--- src/rtl/weight_pad_sched_pkg.sv ---
// Shared types and constants for the PE weight scratchpad sequencer.
package weight_pad_sched_pkg;

  typedef enum logic [2:0] {
    ST_IDLE  = 3'd0,
    ST_START = 3'd1,
    ST_RUN   = 3'd2,
    ST_DRAIN = 3'd3,
    ST_DONE  = 3'd4
  } state_e;

  localparam int SETTLE_CYC_DEF = 10;
  localparam int RAM_RD_LAT     = 1;

  function automatic logic is_busy_state(input state_e s);
    return (s == ST_START) || (s == ST_RUN) || (s == ST_DRAIN);
  endfunction

endpackage

--- src/rtl/weight_pad_sched_if.sv ---
// Global-buffer stream, loader FIFO/scratchpad and PE-side signals of one weight pad.
interface weight_pad_sched_if #(
  parameter int DATA_WIDTH         = 16,
  parameter int ADDRESSWIDTH_W_PAD = 8
);
  logic [DATA_WIDTH-1:0]         gb_data;
  logic                          gb_valid;
  logic                          gb_ready;
  logic                          weight_load_start;
  logic [ADDRESSWIDTH_W_PAD-1:0] weight_num;
  logic [DATA_WIDTH-1:0]         weight_in;
  logic                          weight_in_en;
  logic                          fifo_full;
  logic                          pad_data_ready;
  logic [ADDRESSWIDTH_W_PAD-1:0] raddra_filter;
  logic [ADDRESSWIDTH_W_PAD-1:0] base_address;
  logic                          pe_stall;
  logic                          w_valid;

  modport master (
    input  gb_data, gb_valid, fifo_full, pad_data_ready, pe_stall,
    output gb_ready, weight_load_start, weight_num, weight_in, weight_in_en,
           raddra_filter, base_address, w_valid
  );

  modport slave (
    output gb_data, gb_valid, fifo_full, pad_data_ready, pe_stall,
    input  gb_ready, weight_load_start, weight_num, weight_in, weight_in_en,
           raddra_filter, base_address, w_valid
  );
endinterface

--- src/rtl/weight_pad_sched_rd_addr_gen.sv ---
// Scratchpad read-address sweeper: pixel_num passes over 0..weight_num-1,
// with the data-valid flag delayed by the RAM read latency.
module weight_rd_addr_gen
  import weight_pad_sched_pkg::*;
#(
  parameter int AW = 8,
  parameter int FW = 8
) (
  input  logic          clk,
  input  logic          rst_n,
  input  logic          clear_i,
  input  logic          enable_i,
  input  logic [AW-1:0] weight_num_i,
  input  logic [FW-1:0] pixel_num_i,
  output logic [AW-1:0] rd_addr_o,
  output logic [FW-1:0] pix_cnt_o,
  output logic          w_valid_o,
  output logic          last_issued_o
);
  logic [AW-1:0]         rd_addr_q;
  logic [FW-1:0]         pix_cnt_q;
  logic [RAM_RD_LAT-1:0] vld_q;
  logic                  addr_last_s;
  logic                  pix_last_s;

  assign addr_last_s   = (rd_addr_q == (weight_num_i - AW'(1)));
  assign pix_last_s    = (pix_cnt_q == (pixel_num_i - FW'(1)));
  assign last_issued_o = enable_i && addr_last_s && pix_last_s;

  always_ff @(posedge clk or negedge rst_n) begin
    if (!rst_n) begin
      rd_addr_q <= AW'(0);
      pix_cnt_q <= FW'(0);
    end else if (clear_i) begin
      rd_addr_q <= AW'(0);
      pix_cnt_q <= FW'(0);
    end else if (enable_i) begin
      if (addr_last_s) begin
        rd_addr_q <= AW'(0);
        pix_cnt_q <= pix_cnt_q + FW'(1);
      end else begin
        rd_addr_q <= rd_addr_q + AW'(1);
      end
    end
  end

  // Valid follows the issued read by the RAM latency so it lines up with weight_out.
  always_ff @(posedge clk or negedge rst_n) begin
    if (!rst_n) begin
      vld_q <= {RAM_RD_LAT{1'b0}};
    end else begin
      vld_q[0] <= enable_i;
      for (int i = 1; i < RAM_RD_LAT; i++) begin
        vld_q[i] <= vld_q[i-1];
      end
    end
  end

  assign rd_addr_o = rd_addr_q;
  assign pix_cnt_o = pix_cnt_q;
  assign w_valid_o = vld_q[RAM_RD_LAT-1];
endmodule

--- src/rtl/weight_pad_sched.sv ---
// Weight scratchpad sequencer for one PE: streams a filter into the loader FIFO
// and, concurrently, sweeps scratchpad read addresses once per output pixel.
module weight_pad_sched
  import weight_pad_sched_pkg::*;
#(
  parameter int DATA_WIDTH         = 16,
  parameter int ADDRESSWIDTH_W_PAD = 8,
  parameter int ADDRESSWIDTH_F_PAD = 8,
  parameter int SETTLE_CYC         = SETTLE_CYC_DEF
) (
  input  logic                          clk,
  input  logic                          rst_n,
  input  logic                          cfg_start_i,
  input  logic [ADDRESSWIDTH_W_PAD-1:0] cfg_weight_num_i,
  input  logic [ADDRESSWIDTH_F_PAD-1:0] cfg_pixel_num_i,
  weight_pad_sched_if.master            bus,
  output logic                          busy_o,
  output logic                          done_o
);
  localparam int AW = ADDRESSWIDTH_W_PAD;
  localparam int FW = ADDRESSWIDTH_F_PAD;
  localparam int SW = $clog2(SETTLE_CYC + 1);

  state_e                state_q, state_d;
  logic [AW-1:0]         wn_q, wr_cnt_q;
  logic [FW-1:0]         pn_q;
  logic [SW-1:0]         settle_q;
  logic                  loaded_q, drain_seen_q, busy_q, done_q, load_start_q;
  logic                  cfg_zero_s, job_go_s, gb_ready_s, push_s, settle_en_s;
  logic                  read_ok_s, last_issued_s, w_valid_s;
  logic [AW-1:0]         rd_addr_s;
  logic [FW-1:0]         pix_cnt_s;
  logic [DATA_WIDTH-1:0] weight_s;

  assign cfg_zero_s = (cfg_weight_num_i == AW'(0)) || (cfg_pixel_num_i == FW'(0));
  assign job_go_s   = (state_q == ST_IDLE) && cfg_start_i && !cfg_zero_s;

  assign gb_ready_s  = (state_q == ST_RUN) && !bus.fifo_full && (wr_cnt_q < wn_q);
  assign push_s      = bus.gb_valid && gb_ready_s;
  assign settle_en_s = ((state_q == ST_RUN) || (state_q == ST_DRAIN)) &&
                       (wr_cnt_q == wn_q) && !loaded_q;
  // After the first pass every address is already in the pad, so only pass 0 is gated.
  assign read_ok_s   = (state_q == ST_RUN) && !bus.pe_stall &&
                       (loaded_q || bus.pad_data_ready || (pix_cnt_s != FW'(0)));

  always_ff @(posedge clk or negedge rst_n) begin
    if (!rst_n) begin
      state_q <= ST_IDLE;
    end else begin
      state_q <= state_d;
    end
  end

  always_comb begin
    state_d = state_q;
    case (state_q)
      ST_IDLE: begin
        if (cfg_start_i) begin
          state_d = cfg_zero_s ? ST_DONE : ST_START;
        end else begin
          state_d = ST_IDLE;
        end
      end
      ST_START: state_d = ST_RUN;
      ST_RUN: begin
        if (last_issued_s) begin
          state_d = ST_DRAIN;
        end else begin
          state_d = ST_RUN;
        end
      end
      // Hold until the final w_valid is out and the write side has settled.
      ST_DRAIN: begin
        if (drain_seen_q && loaded_q) begin
          state_d = ST_DONE;
        end else begin
          state_d = ST_DRAIN;
        end
      end
      ST_DONE: state_d = ST_IDLE;
      default: state_d = ST_IDLE;
    endcase
  end

  always_ff @(posedge clk or negedge rst_n) begin
    if (!rst_n) begin
      wn_q     <= AW'(0);
      pn_q     <= FW'(0);
      wr_cnt_q <= AW'(0);
      settle_q <= SW'(0);
      loaded_q <= 1'b0;
    end else if (job_go_s) begin
      wn_q     <= cfg_weight_num_i;
      pn_q     <= cfg_pixel_num_i;
      wr_cnt_q <= AW'(0);
      settle_q <= SW'(0);
      loaded_q <= 1'b0;
    end else begin
      if (push_s) begin
        wr_cnt_q <= wr_cnt_q + AW'(1);
      end
      if (settle_en_s) begin
        if (settle_q == SW'(SETTLE_CYC - 1)) begin
          loaded_q <= 1'b1;
        end else begin
          settle_q <= settle_q + SW'(1);
        end
      end
    end
  end

  always_ff @(posedge clk or negedge rst_n) begin
    if (!rst_n) begin
      busy_q       <= 1'b0;
      load_start_q <= 1'b0;
      done_q       <= 1'b0;
      drain_seen_q <= 1'b0;
    end else begin
      busy_q       <= is_busy_state(state_d);
      load_start_q <= (state_d == ST_START);
      done_q       <= (state_q == ST_DONE);
      drain_seen_q <= (state_q == ST_DRAIN);
    end
  end

  weight_rd_addr_gen #(.AW(AW), .FW(FW)) u_rd_gen (
    .clk          (clk),
    .rst_n        (rst_n),
    .clear_i      (job_go_s),
    .enable_i     (read_ok_s),
    .weight_num_i (wn_q),
    .pixel_num_i  (pn_q),
    .rd_addr_o    (rd_addr_s),
    .pix_cnt_o    (pix_cnt_s),
    .w_valid_o    (w_valid_s),
    .last_issued_o(last_issued_s)
  );

  assign weight_s              = bus.gb_data;
  assign bus.weight_in         = weight_s;
  assign bus.gb_ready          = gb_ready_s;
  assign bus.weight_in_en      = push_s;
  assign bus.weight_load_start = load_start_q;
  assign bus.weight_num        = wn_q;
  assign bus.raddra_filter     = rd_addr_s;
  assign bus.base_address      = rd_addr_s;
  assign bus.w_valid           = w_valid_s;
  assign busy_o                = busy_q;
  assign done_o                = done_q;
endmodule
--- src/flat_wrapper.sv ---
// flat-port wrapper written by rule: the top's interface ports become plain ports
module weight_pad_sched_flat import weight_pad_sched_pkg::*;
#(
  parameter int DATA_WIDTH         = 16,
  parameter int ADDRESSWIDTH_W_PAD = 8,
  parameter int ADDRESSWIDTH_F_PAD = 8,
  parameter int SETTLE_CYC         = SETTLE_CYC_DEF
)
  (clk, rst_n, cfg_start_i, cfg_weight_num_i, cfg_pixel_num_i, busy_o, done_o, bus_gb_data, bus_gb_valid, bus_fifo_full, bus_pad_data_ready, bus_pe_stall, bus_gb_ready, bus_weight_load_start, bus_weight_num, bus_weight_in, bus_weight_in_en, bus_raddra_filter, bus_base_address, bus_w_valid);
  weight_pad_sched_if #(.DATA_WIDTH(DATA_WIDTH), .ADDRESSWIDTH_W_PAD(ADDRESSWIDTH_W_PAD)) bus_i ();
  input  logic clk;
  input  logic rst_n;
  input  logic cfg_start_i;
  input  logic [ADDRESSWIDTH_W_PAD-1:0] cfg_weight_num_i;
  input  logic [ADDRESSWIDTH_F_PAD-1:0] cfg_pixel_num_i;
  output logic busy_o;
  output logic done_o;
  input wire logic [$bits(bus_i.gb_data)-1:0] bus_gb_data;
  input wire logic [$bits(bus_i.gb_valid)-1:0] bus_gb_valid;
  input wire logic [$bits(bus_i.fifo_full)-1:0] bus_fifo_full;
  input wire logic [$bits(bus_i.pad_data_ready)-1:0] bus_pad_data_ready;
  input wire logic [$bits(bus_i.pe_stall)-1:0] bus_pe_stall;
  output wire logic [$bits(bus_i.gb_ready)-1:0] bus_gb_ready;
  output wire logic [$bits(bus_i.weight_load_start)-1:0] bus_weight_load_start;
  output wire logic [$bits(bus_i.weight_num)-1:0] bus_weight_num;
  output wire logic [$bits(bus_i.weight_in)-1:0] bus_weight_in;
  output wire logic [$bits(bus_i.weight_in_en)-1:0] bus_weight_in_en;
  output wire logic [$bits(bus_i.raddra_filter)-1:0] bus_raddra_filter;
  output wire logic [$bits(bus_i.base_address)-1:0] bus_base_address;
  output wire logic [$bits(bus_i.w_valid)-1:0] bus_w_valid;
  assign bus_i.gb_data = bus_gb_data;
  assign bus_i.gb_valid = bus_gb_valid;
  assign bus_i.fifo_full = bus_fifo_full;
  assign bus_i.pad_data_ready = bus_pad_data_ready;
  assign bus_i.pe_stall = bus_pe_stall;
  assign bus_gb_ready = bus_i.gb_ready;
  assign bus_weight_load_start = bus_i.weight_load_start;
  assign bus_weight_num = bus_i.weight_num;
  assign bus_weight_in = bus_i.weight_in;
  assign bus_weight_in_en = bus_i.weight_in_en;
  assign bus_raddra_filter = bus_i.raddra_filter;
  assign bus_base_address = bus_i.base_address;
  assign bus_w_valid = bus_i.w_valid;
  weight_pad_sched #(.DATA_WIDTH(DATA_WIDTH), .ADDRESSWIDTH_W_PAD(ADDRESSWIDTH_W_PAD), .ADDRESSWIDTH_F_PAD(ADDRESSWIDTH_F_PAD), .SETTLE_CYC(SETTLE_CYC)) u_core (.clk(clk), .rst_n(rst_n), .cfg_start_i(cfg_start_i), .cfg_weight_num_i(cfg_weight_num_i), .cfg_pixel_num_i(cfg_pixel_num_i), .bus(bus_i), .busy_o(busy_o), .done_o(done_o));
endmodule
--- config.mk ---
export PLATFORM = sky130hd
export DESIGN_NAME = weight_pad_sched_flat
export DESIGN_NICKNAME = d
export VERILOG_FILES = /design/src/rtl/weight_pad_sched_pkg.sv /design/src/rtl/weight_pad_sched_if.sv /design/src/rtl/weight_pad_sched_rd_addr_gen.sv /design/src/rtl/weight_pad_sched.sv /design/src/flat_wrapper.sv
export SDC_FILE = /design/constraint.sdc
export NUM_CORES = 1
export LEC_CHECK = 0
export ABC_CLOCK_PERIOD_IN_PS = 3350
export CELL_PAD_IN_SITES_DETAIL_PLACEMENT = 0
export CELL_PAD_IN_SITES_GLOBAL_PLACEMENT = 1
export CORE_MARGIN = 2
export CORE_UTILIZATION = 37
export DETAILED_ROUTE_END_ITERATION = 10
export PLACE_DENSITY = 0.91
export REMOVE_ABC_BUFFERS = 1
export SLEW_MARGIN = 20
export SYNTH_ARGS = -nofsm -noshare
export SYNTH_HDL_FRONTEND = slang
export SYNTH_SLANG_ARGS = --single-unit
--- constraint.sdc ---
create_clock -name clk -period 3.35 [get_ports clk]
set_clock_uncertainty 0.05 [all_clocks]
set_input_delay 0.335 -clock clk [delete_from_list [all_inputs] [get_ports clk]]
set_output_delay 0.335 -clock clk [all_outputs]
set_load 0.01 [all_outputs]
======== Word-level counts from Yosys, hierarchy flattened ========
Index checks and enable logic that the tools add are counted.
storage, ports and cells
  register bits after elaboration ......... 53
  bits in latches ......................... 0
  RAM bits ................................ 0
  ROM bits ................................ 0
  input port bits ......................... 39
  output and inout port bits .............. 46
  logic and storage cells ................. 85
  memories kept ........................... 0
operators by class
  add/subtract/negate cells ............... 6
  multiply operators ...................... 0
  div/mod/pow operators ................... 0
  magnitude comparators ................... 1
  equality and inequality tests ........... 12
  shift-type cells ........................ 0
  mux-type cells .......................... 19
  bitwise logic cells ..................... 0
  reduce and logical (&&, ||, !) cells .... 34
operators by type and width
  operator                                               number
  2-to-1 mux 8 bit                                       8
  adder 8 x 1 -> 8 bit, second input constant            3
  equality test 8 bit                                    3
  zero test 8 bit                                        2
  subtractor 8 x 1 -> 8 bit, second input constant       2
  equality test 3 x 2 -> 1 bit, second input constant    4
  logical AND 1 bit                                      12
  2-to-1 mux 4 bit                                       3
  case mux 3 bit (4 select lines)                        1
  nonzero test 2 bit                                     5
  2-to-1 mux 3 bit                                       3
  less-than comparator 8 bit                             1
  nonzero test 8 bit                                     1
  equality test 3 x 1 -> 1 bit, second input constant    2
  logical OR 1 bit                                       6
  AND reduction 2 bit                                    3
  adder 4 x 1 -> 4 bit, second input constant            1
  equality test 4 bit, second input constant             1
  zero test 1 bit                                        4
  2-to-1 mux 1 bit                                       4
  equality test 3 bit, second input constant             1
  zero test 3 bit                                        1
  inequality test 2 x 1 -> 1 bit, second input constant  1

======== Logic depth before layout (Yosys ltp) ========
Gate-level depths: netlist of run 1.
  word-level depth ........................ 10
  depth in mapped cells ................... 9
  mapped depth without buffers ............ 8

======== Hierarchy ========
Synthesis of run 1 repeated with hierarchy kept, for this count alone.
second synthesis, totals
  cell total of the unflattened synthesis .. 375
  area, all modules ....................... 3430.8 µm²
by module, submodules not included
  module              instances  cells an instance  area an instance (µm²)  sequential area each (µm²)
  weight_pad_sched    1          218                2008.2                  900.9
  weight_rd_addr_gen  1          157                1422.6                  425.4

======== Least setup slack after synthesis of run 1 ========
No wires, ideal clock.
  path type ............................... reg2reg
  start point ............................. register u_core.wn_q[3] (netlist: u_core.bus.weight_num[3])
  end point ............................... register u_core.u_rd_gen.pix_cnt_q[5] (netlist: u_core.u_rd_gen.pix_cnt_o[5])
  setup time .............................. 0.078 ns
  arrival ................................. 2.304 ns
  required time ........................... 3.222 ns
  slack ................................... 0.918 ns
  stages on the path, launching flop included .. 7
  period minus slack after synthesis ...... 2.432 ns
  cells stage by stage .................... dfrtp_1 > or2_4 > or4_4 > a211oi_2 > nand4_2 > or4_1 > a21oi_1
between the ends
  cells in the longest elaborated chain, start to end .. 4
ends and longest elaborated chain
  element                        RTL line                            RTL
  start, declared                weight_pad_sched.sv:25              logic [AW-1:0] wn_q, wr_cnt_q;
  start signal, assigned         weight_pad_sched.sv:93              wn_q <= cfg_weight_num_i;
  subtractor 8 x 1 -> 8 bit      weight_pad_sched_rd_addr_gen.sv:26  assign addr_last_s = (rd_addr_q == (weight_num_i - AW'(1)));
  equality test 8 bit            weight_pad_sched_rd_addr_gen.sv:26
  nonzero test 2 bit (no line)   n/a
  AND reduction 2 bit (no line)  n/a
  end signal, assigned           weight_pad_sched_rd_addr_gen.sv:40  pix_cnt_q <= pix_cnt_q + FW'(1);
  end, declared                  weight_pad_sched_rd_addr_gen.sv:21  logic [FW-1:0] pix_cnt_q;
No other way between the ends.
A chain may end at the register's enable or synchronous reset.

======== Final worst setup path of run 1 ========
  start point ............................. register u_core.wn_q[1] (netlist: u_core.bus.weight_num[1])
  end point ............................... output bus_weight_in_en
between the ends
  cells in the longest elaborated chain, start to end .. 3
ends and longest elaborated chain
  element                     RTL line                RTL
  less-than comparator 8 bit  weight_pad_sched.sv:38  assign gb_ready_s = (state_q == ST_RUN) && !bus.fifo_full && (wr_cnt_q < wn_q);
  logical AND 1 bit           weight_pad_sched.sv:38
  logical AND 1 bit           weight_pad_sched.sv:39  assign push_s = bus.gb_valid && gb_ready_s;
  end, declared               flat_wrapper.sv:27      output wire logic [$bits(bus_i.weight_in_en)-1:0] bus_weight_in_en;
No other way between the ends.

==> results of run 1 <==
==> per-stage QoR <==
stage / hold slack, ns / util / instances / total power, W
4_1_cts: 0.120 / 0.444 / 512 / 0.00288
5_1_grt: 0.171 / 0.444 / 512 / 0.00310
2_1_floorplan: -0.0106 / - / 338 / 0.00195
6_report: 0.0814 / 0.444 / 512 / 0.00285
3_3_place_gp: 0.439 / 0.434 / 504 / 0.00245
3_5_place_dp: 0.450 / 0.434 / 504 / 0.00251
==> worst min-delay path by stage <==
stage	to	cells past startpoint
2_1_floorplan	u_core.bus.weight_load_start	0
5_1_grt	u_core.u_rd_gen.rd_addr_o[6]	1
4_1_cts	u_core.u_rd_gen.rd_addr_o[6]	1
6_report	u_core.bus.weight_num[2]	1
3_3_place_gp	u_core.pn_q[7]	2
3_5_place_dp	u_core.pn_q[7]	2
==> layout make-up <==
| class | count | area, um^2 | share of cell area |
|---|---|---|---|
| multi-input cells | 263 | 1680 | 0.434 |
| flip-flops and latches | 53 | 1330 | 0.342 |
| repair buffers | 58 | 561 | 0.145 |
| well taps | 108 | 135 | 0.0349 |
| inverters | 22 | 82.6 | 0.0213 |
| clock buffers | 5 | 68.8 | 0.0178 |
| clock inverters | 3 | 21.3 | 0.00549 |
==> per-layer routing <==
layer / track usage / vias to the layer above
met5: 0 / -
met4: 0.0327 / 0
met3: 0.0433 / 8
met2: 0.260 / 92
met1: 0.220 / 1302
li1: - / 1346
==> worst max-delay path: stages, from the launching register on <==
cell and delay [ns]:
dfrtp_1 0.39, inv_1 0.09, ha_1 0.31, nor2b_1 0.14, o21a_1 0.16, o21a_1 0.17
o21ba_2 0.28, nor3_1 0.23, clkdlybuf4s50_1 0.58
==> registers in the layout, indices dropped and copies added (netlist names) <==
name / cells
u_core.bus.weight_num: 8
u_core.pn_q: 8
u_core.u_rd_gen.pix_cnt_o: 8
u_core.u_rd_gen.rd_addr_o: 8
u_core.wr_cnt_q: 8
u_core.settle_q: 4
u_core.state_q: 3
u_core.bus.weight_load_start: 1
u_core.busy_o: 1
u_core.done_o: 1
u_core.drain_seen_q: 1
u_core.loaded_q: 1
u_core.u_rd_gen.w_valid_o: 1
==> logic make-up (layout without fill, tap and decap cells) <==
family                   after synthesis  after routing  share of synthesized area
adder cells (fa/ha/maj)               17             17                     0.0634
AO/OA/AOI/OAI                         67             67                      0.131
flip-flops                            53             53                      0.400
AND/OR/NAND/NOR                      149            149                      0.232
XOR/XNOR                              27             27                     0.0713
buffers and inverters                 58             88                     0.0932
multiplexers                           3              3                    0.00943
==> power by group <==
group | internal [W] | switching [W]
clock | 0.000149 | 0.000222
combinational | 0.000692 | 0.000676
sequential | 0.000835 | 0.000278
==> cells in the mapped netlist (all sizes together) (2+ instances only) <==
library cell  number  area share
nor2              24       0.027
a32o               2      0.0060
a31oi              2      0.0038
o21a               3      0.0068
ha                16       0.060
dfrtp             53        0.40
or4                5       0.012
and2               4      0.0075
or2                4      0.0083
a21oi             15       0.023
clkbuf            11       0.012
o211ai             2      0.0045
mux2i              2      0.0060
buf               25       0.056
xor2              13       0.034
nor3               7       0.011
nand3b             3      0.0068
o21bai             2      0.0045
a22o               2      0.0053
and3               3      0.0057
nor4              10       0.019
xnor2             14       0.037
nor3b              3      0.0068
o31ai              5       0.011
nand2b             3      0.0057
nand4             10       0.021
o311ai             2      0.0053
o21ai             23       0.035
nand3              9       0.014
or3               11       0.021
inv               22       0.025
nand2             48       0.054
==> summary.txt, run 1 <==
Detailed routing
  – Via count: 2748
  – Antenna Nets Post-Route: 0
  – Total iterations of the first detailed-routing run: 4
  – DRT met1 WL: 3.62 mm
  – Highest metal used: met4
  – Routed WL: 7.70 mm
  – DRC: 0
  – Metal3 WL: 511 um
  – Wire length per cell: 15.0 um
  – Routed wl met2: 3.49 mm
  – Vias/cell: 5.37
  – DRT iter0 DRCs: 145

Timing
  – Unrepaired setup endpoints after global routing: false
  – Max-slew headroom: 0.414
  – Final setup fails: 0
  – Final period utilization: 0.911
  – Final worst slack: 0.298 ns
  – Total Neg Setup Slack: 0 ns
  – Final min period: 3.05 ns
  – Max Clk Rate: 0.328 GHz
  – Slew @ Worst Pin: 0.880 ns
  – Final hold vios: 0
  – Slew Viols, Final: 0

Synthesis
  – Synth Area per Inst: 8.87 um^2
  – Synth Instances: 374
  – #FFs+latches synth: 53
  – Ys async rst share: 1.00
  – Distinct cell type count after synthesis: 52
  – Syn. warnings: 0
  – Post-synth EDFFs: 0
  – Synthesized area: 3320 um^2
  – Post-synthesis sequential area ratio: 0.400
  – Ys flop type: dfrtp_1

Clock network
  – Clock Tree Buf Depth: 2
  – CTS tree: built
  – H-tree levels: 2
  – Clock latency on the worst-skew pair: 0.31 ns
  – Reg clk slew, reported paths: 0.11 ns
  – CTS Buf Count: 5
  – Post-CTS Setup Bufs: 0
  – CTS sink count: 53
  – Hold-fix buffers at CTS: 0
  – Post-CTS resize count: 0
  – Root Buffer: clkbuf_8

Power
  – Lkg Pwr: 1.67 nW
  – IR drop worst, VDD: 0.307 mV
  – Cell Pwr Density: 736 nW/um^2

Floorplan
  – Initial core utilization: 0.380
  – Die area: 9730 um^2
  – Core Region: 8720 um^2
  – Die Wd: 98.7 um
  – Die height: 98.7 um
  – Row count: 34
  – I/O pin count: 85

Critical path
  – Worst r2r path cells: 8
  – R2R Path End: u_core.u_rd_gen.pix_cnt_o[5]
  – Max FO, Critical Path: 14
  – R2r startpoint: u_core.bus.weight_num[0]
  – Crit path capture type: output pin
  – CP Data Required Time: 2.96 ns
  – CP Launch Point: u_core.bus.weight_num[1]
  – Crit path arrival time: 2.67 ns
  – R2R Setup Slk: 0.47 ns
  – Critical path class: reg2out
  – CP endpoint: bus_weight_in_en
  – Startpoint Class: register

Run status
  – Status: finished clean

Global routing
  – First-pass GRT wire length: 12.8 mm
  – GRT overflow: 0
  – Total global-route track usage: 0.161
  – Pin count of the biggest net entering global routing: 40
  – Vias in the first global route: 2648
  – Initial antenna violation count: 0

Placed design
  – DP HPWL: 5.95 mm
  – Place WS: 0.519 ns
  – Number of port buffers: 52
  – Routability Congestion: 0.874
  – Dpl cell area: 3780 um^2

Cells and area
  – Fill cells: 870
  – Share of cells above drive strength 1: 0.0644
  – Area added between synthesis and finish: 16.9%
  – Final nets: 458
  – Commonest cells after routing, fill and taps aside: dfrtp_1, clkdlybuf4s50_1, nand2_1
  – N_diodes: 0
  – Most common cell after layout, fill and taps aside: dfrtp_1
  – Post-Layout Inst Area: 3870 um^2

Hold path
  – Hold Path Class: in2async

Run
  – Max cap viols: 0
No activity file was read; power rests on OpenSTA's default activity.
==> run 2, diff against run 1 <==
Settings changed: PLACE_DENSITY 0.91 to 0.8, SKIP_CTS_REPAIR_TIMING from default to 1.
==> run 2 against run 1 <==
Effect of this change: worst hold slack got worse by 0.092 ns; total power rose by 4.3%; sequential share of layout area shrank 0.43 points; combinational power about the same; the run now ends with negative hold slack left; largest cell class unchanged; flip-flop and latch count unchanged; sequential power about the same; clock-buffer cell count unchanged; die area unchanged; highest routed layer unchanged.
==> summary.txt, run 2 (synthesis results as in run 1) <==
Critical path
  – Crit path capture type: output pin (unchanged)
  – Crit path arrival time: 2.66 ns (was 2.67 ns)
  – Cell Chain, Critical Path: inv_1 > ha_1 > nor2b_1 > o21a_1 > o21a_1 > o21ba_2 > nor3_1 > clkdlybuf4s50_1 (unchanged)
  – CP Data Required Time: 2.96 ns (about the same)
  – Delay-heaviest family, CP: buffers and inverters (unchanged)
  – Critical path's largest stage delay: 0.58 ns (about the same)
  – Critical Path Slowest Stage Cell: clkdlybuf4s50_1 (unchanged)
  – Startpoint Class: register (unchanged)
  – Critical path class: reg2out (unchanged)
  – Most used cell, CP: o21a_1 (unchanged)
  – Max FO, Critical Path: 14 (unchanged)
  – WP buf/inv: 2 (unchanged)

Clock network
  – Clock Tree Buf Depth: 2 (unchanged)
  – Root Buffer: clkbuf_8 (unchanged)
  – CTS sink count: 53 (unchanged)
  – CTS Buf Count: 5 (unchanged)
  – Clock latency on the worst-skew pair: 0.31 ns (about the same)
  – Reg clk slew, reported paths: 0.10 ns (was 0.11 ns)
  – CTS tree: built (unchanged)
  – H-tree levels: 2 (unchanged)

Floorplan
  – Core Region: 8720 um^2 (unchanged)
  – Initial core utilization: 0.380 (unchanged)
  – Die height: 98.7 um (unchanged)
  – Row count: 34 (unchanged)
  – Die Wd: 98.7 um (unchanged)
  – Die area: 9730 um^2 (unchanged)
  – I/O pin count: 85 (unchanged)

Timing
  – Slew Viols, Final: 0 (unchanged)
  – Max-slew headroom: 0.575 (was 0.414)
  – Final setup fails: 0 (unchanged)
  – Max Clk Rate: 0.328 GHz (about the same)
  – Total Neg Setup Slack: 0 ns (unchanged)
  – Hold WS: -0.0110 ns (was 0.0814 ns)
  – Unrepaired setup endpoints after global routing: false (unchanged)
  – Final period utilization: 0.910 (was 0.911)
  – Final min period: 3.05 ns (about the same)
  – Final hold vios: 24 (was 0)
  – Slew @ Worst Pin: 0.638 ns (was 0.880 ns)

Power
  – IR drop worst, VDD: 0.229 mV (was 0.307 mV)
  – Cell Pwr Density: 758 nW/um^2 (was 736 nW/um^2)
  – Lkg Pwr: 1.69 nW (was 1.67 nW)

Global routing
  – Initial antenna violation count: 0 (unchanged)
  – Pin count of the biggest net entering global routing: 47 (was 40)
  – Vias in the first global route: 2786 (was 2648)
  – First-pass GRT wire length: 13.2 mm (was 12.8 mm)
  – GRT overflow: 0 (unchanged)
  – Total global-route track usage: 0.163 (was 0.161)

Detailed routing
  – Antenna Nets Post-Route: 0 (unchanged)
  – Wire length per cell: 15.0 um (about the same)
  – Via count: 2712 (was 2748)
  – Total iterations of the first detailed-routing run: 4 (unchanged)
  – Routed WL: 7.65 mm (was 7.70 mm)
  – DRC: 0 (unchanged)
  – Vias/cell: 5.31 (was 5.37)
  – DRT iter0 DRCs: 72 (was 145)

Placed design
  – Dpl cell area: 3790 um^2 (was 3780 um^2)
  – Number of port buffers: 52 (unchanged)
  – Routability Congestion: 0.794 (was 0.874)
  – DP HPWL: 5.79 mm (was 5.95 mm)

Cells and area
  – Commonest cells after routing, fill and taps aside: dfrtp_1, clkdlybuf4s50_1, nand2_1 (unchanged)
  – Share of cells above drive strength 1: 0.0620 (was 0.0644)
  – Area added between synthesis and finish: 18.3% (was 16.9%)
  – Most common cell after layout, fill and taps aside: dfrtp_1 (unchanged)
  – Post-Layout Inst Area: 3920 um^2 (was 3870 um^2)
  – Final nets: 457 (was 458)
  – N_diodes: 0 (unchanged)

Run status
  – Status: complete, but fails checks (was finished clean)
  – Failing checks: negative hold slack

Hold path
  – Hold Path Class: in2async (unchanged)

Run
  – Max cap viols: 0 (unchanged)
## run 2: cell types whose count changed in the layout (fill, tap and decap cells not counted), sizes merged
| cell | previous run | this run |
|---|---|---|
| clkinvlp | 1 | 0 |
| inv | 23 | 22 |
| bufinv | 0 | 2 |
| buf | 7 | 6 |
## run 2: cell type report
cell class	instances	area [um^2]
inverters	22	82.6
fillers	861	4800
well taps	108	135
repair buffers	57	566
multi-input cells	263	1680
clock buffers	5	68.8
flip-flops and latches	53	1330
clock inverters	3	65.1
## run 2: report_power, final
part	internal, W	leakage [nW]	total [W]	switching (W)
logic	0.000692	0.930	0.00135	0.000663
registers	0.000835	0.688	0.00111	0.000272
clock network	0.000297	0.0681	0.000513	0.000216
total	0.00182	1.69	0.00297	0.00115
## run 2: worst paths after layout
| kind | from | to | slack [ns] | depth (start not counted) |
|---|---|---|---|---|
| hold reg to reg | u_core.pn_q[6] | u_core.pn_q[6] | 0.46 | 2 |
| setup / recovery | u_core.bus.weight_num[1] | bus_weight_in_en | 0.30 | 8 |
| max in group asynchronous | rst_n | u_core.bus.weight_num[2] | 2.49 | 2 |
| setup reg to reg | u_core.bus.weight_num[0] | u_core.u_rd_gen.pix_cnt_o[5] | 0.57 | 8 |
| min in group clk | u_core.pn_q[6] | u_core.pn_q[6] | 0.46 | 2 |
| hold / removal | rst_n | u_core.pn_q[0] | -0.01 | 1 |
## run 2: stage by stage
step           power (W)  hold slack, ns  instances   util  worst slack, ns
2_1_floorplan    0.00195         -0.0106        338      -            0.743
3_3_place_gp     0.00246           0.345        503  0.435            0.701
3_5_place_dp     0.00249           0.351        503  0.435            0.627
4_1_cts          0.00301         0.00397        511  0.450            0.295
5_1_grt          0.00322          0.0288        511  0.450           0.0656
6_report         0.00297         -0.0110        511  0.450            0.303
## run 2: metal layers
| layer | up-vias | track usage | part of all wire |
|---|---|---|---|
| met5 | - | 0.0103 | 0 |
| met4 | 0 | 0.0421 | 0.013 |
| met3 | 8 | 0.0340 | 0.049 |
| met2 | 84 | 0.272 | 0.46 |
| met1 | 1280 | 0.216 | 0.48 |
| li1 | 1340 | - | - |
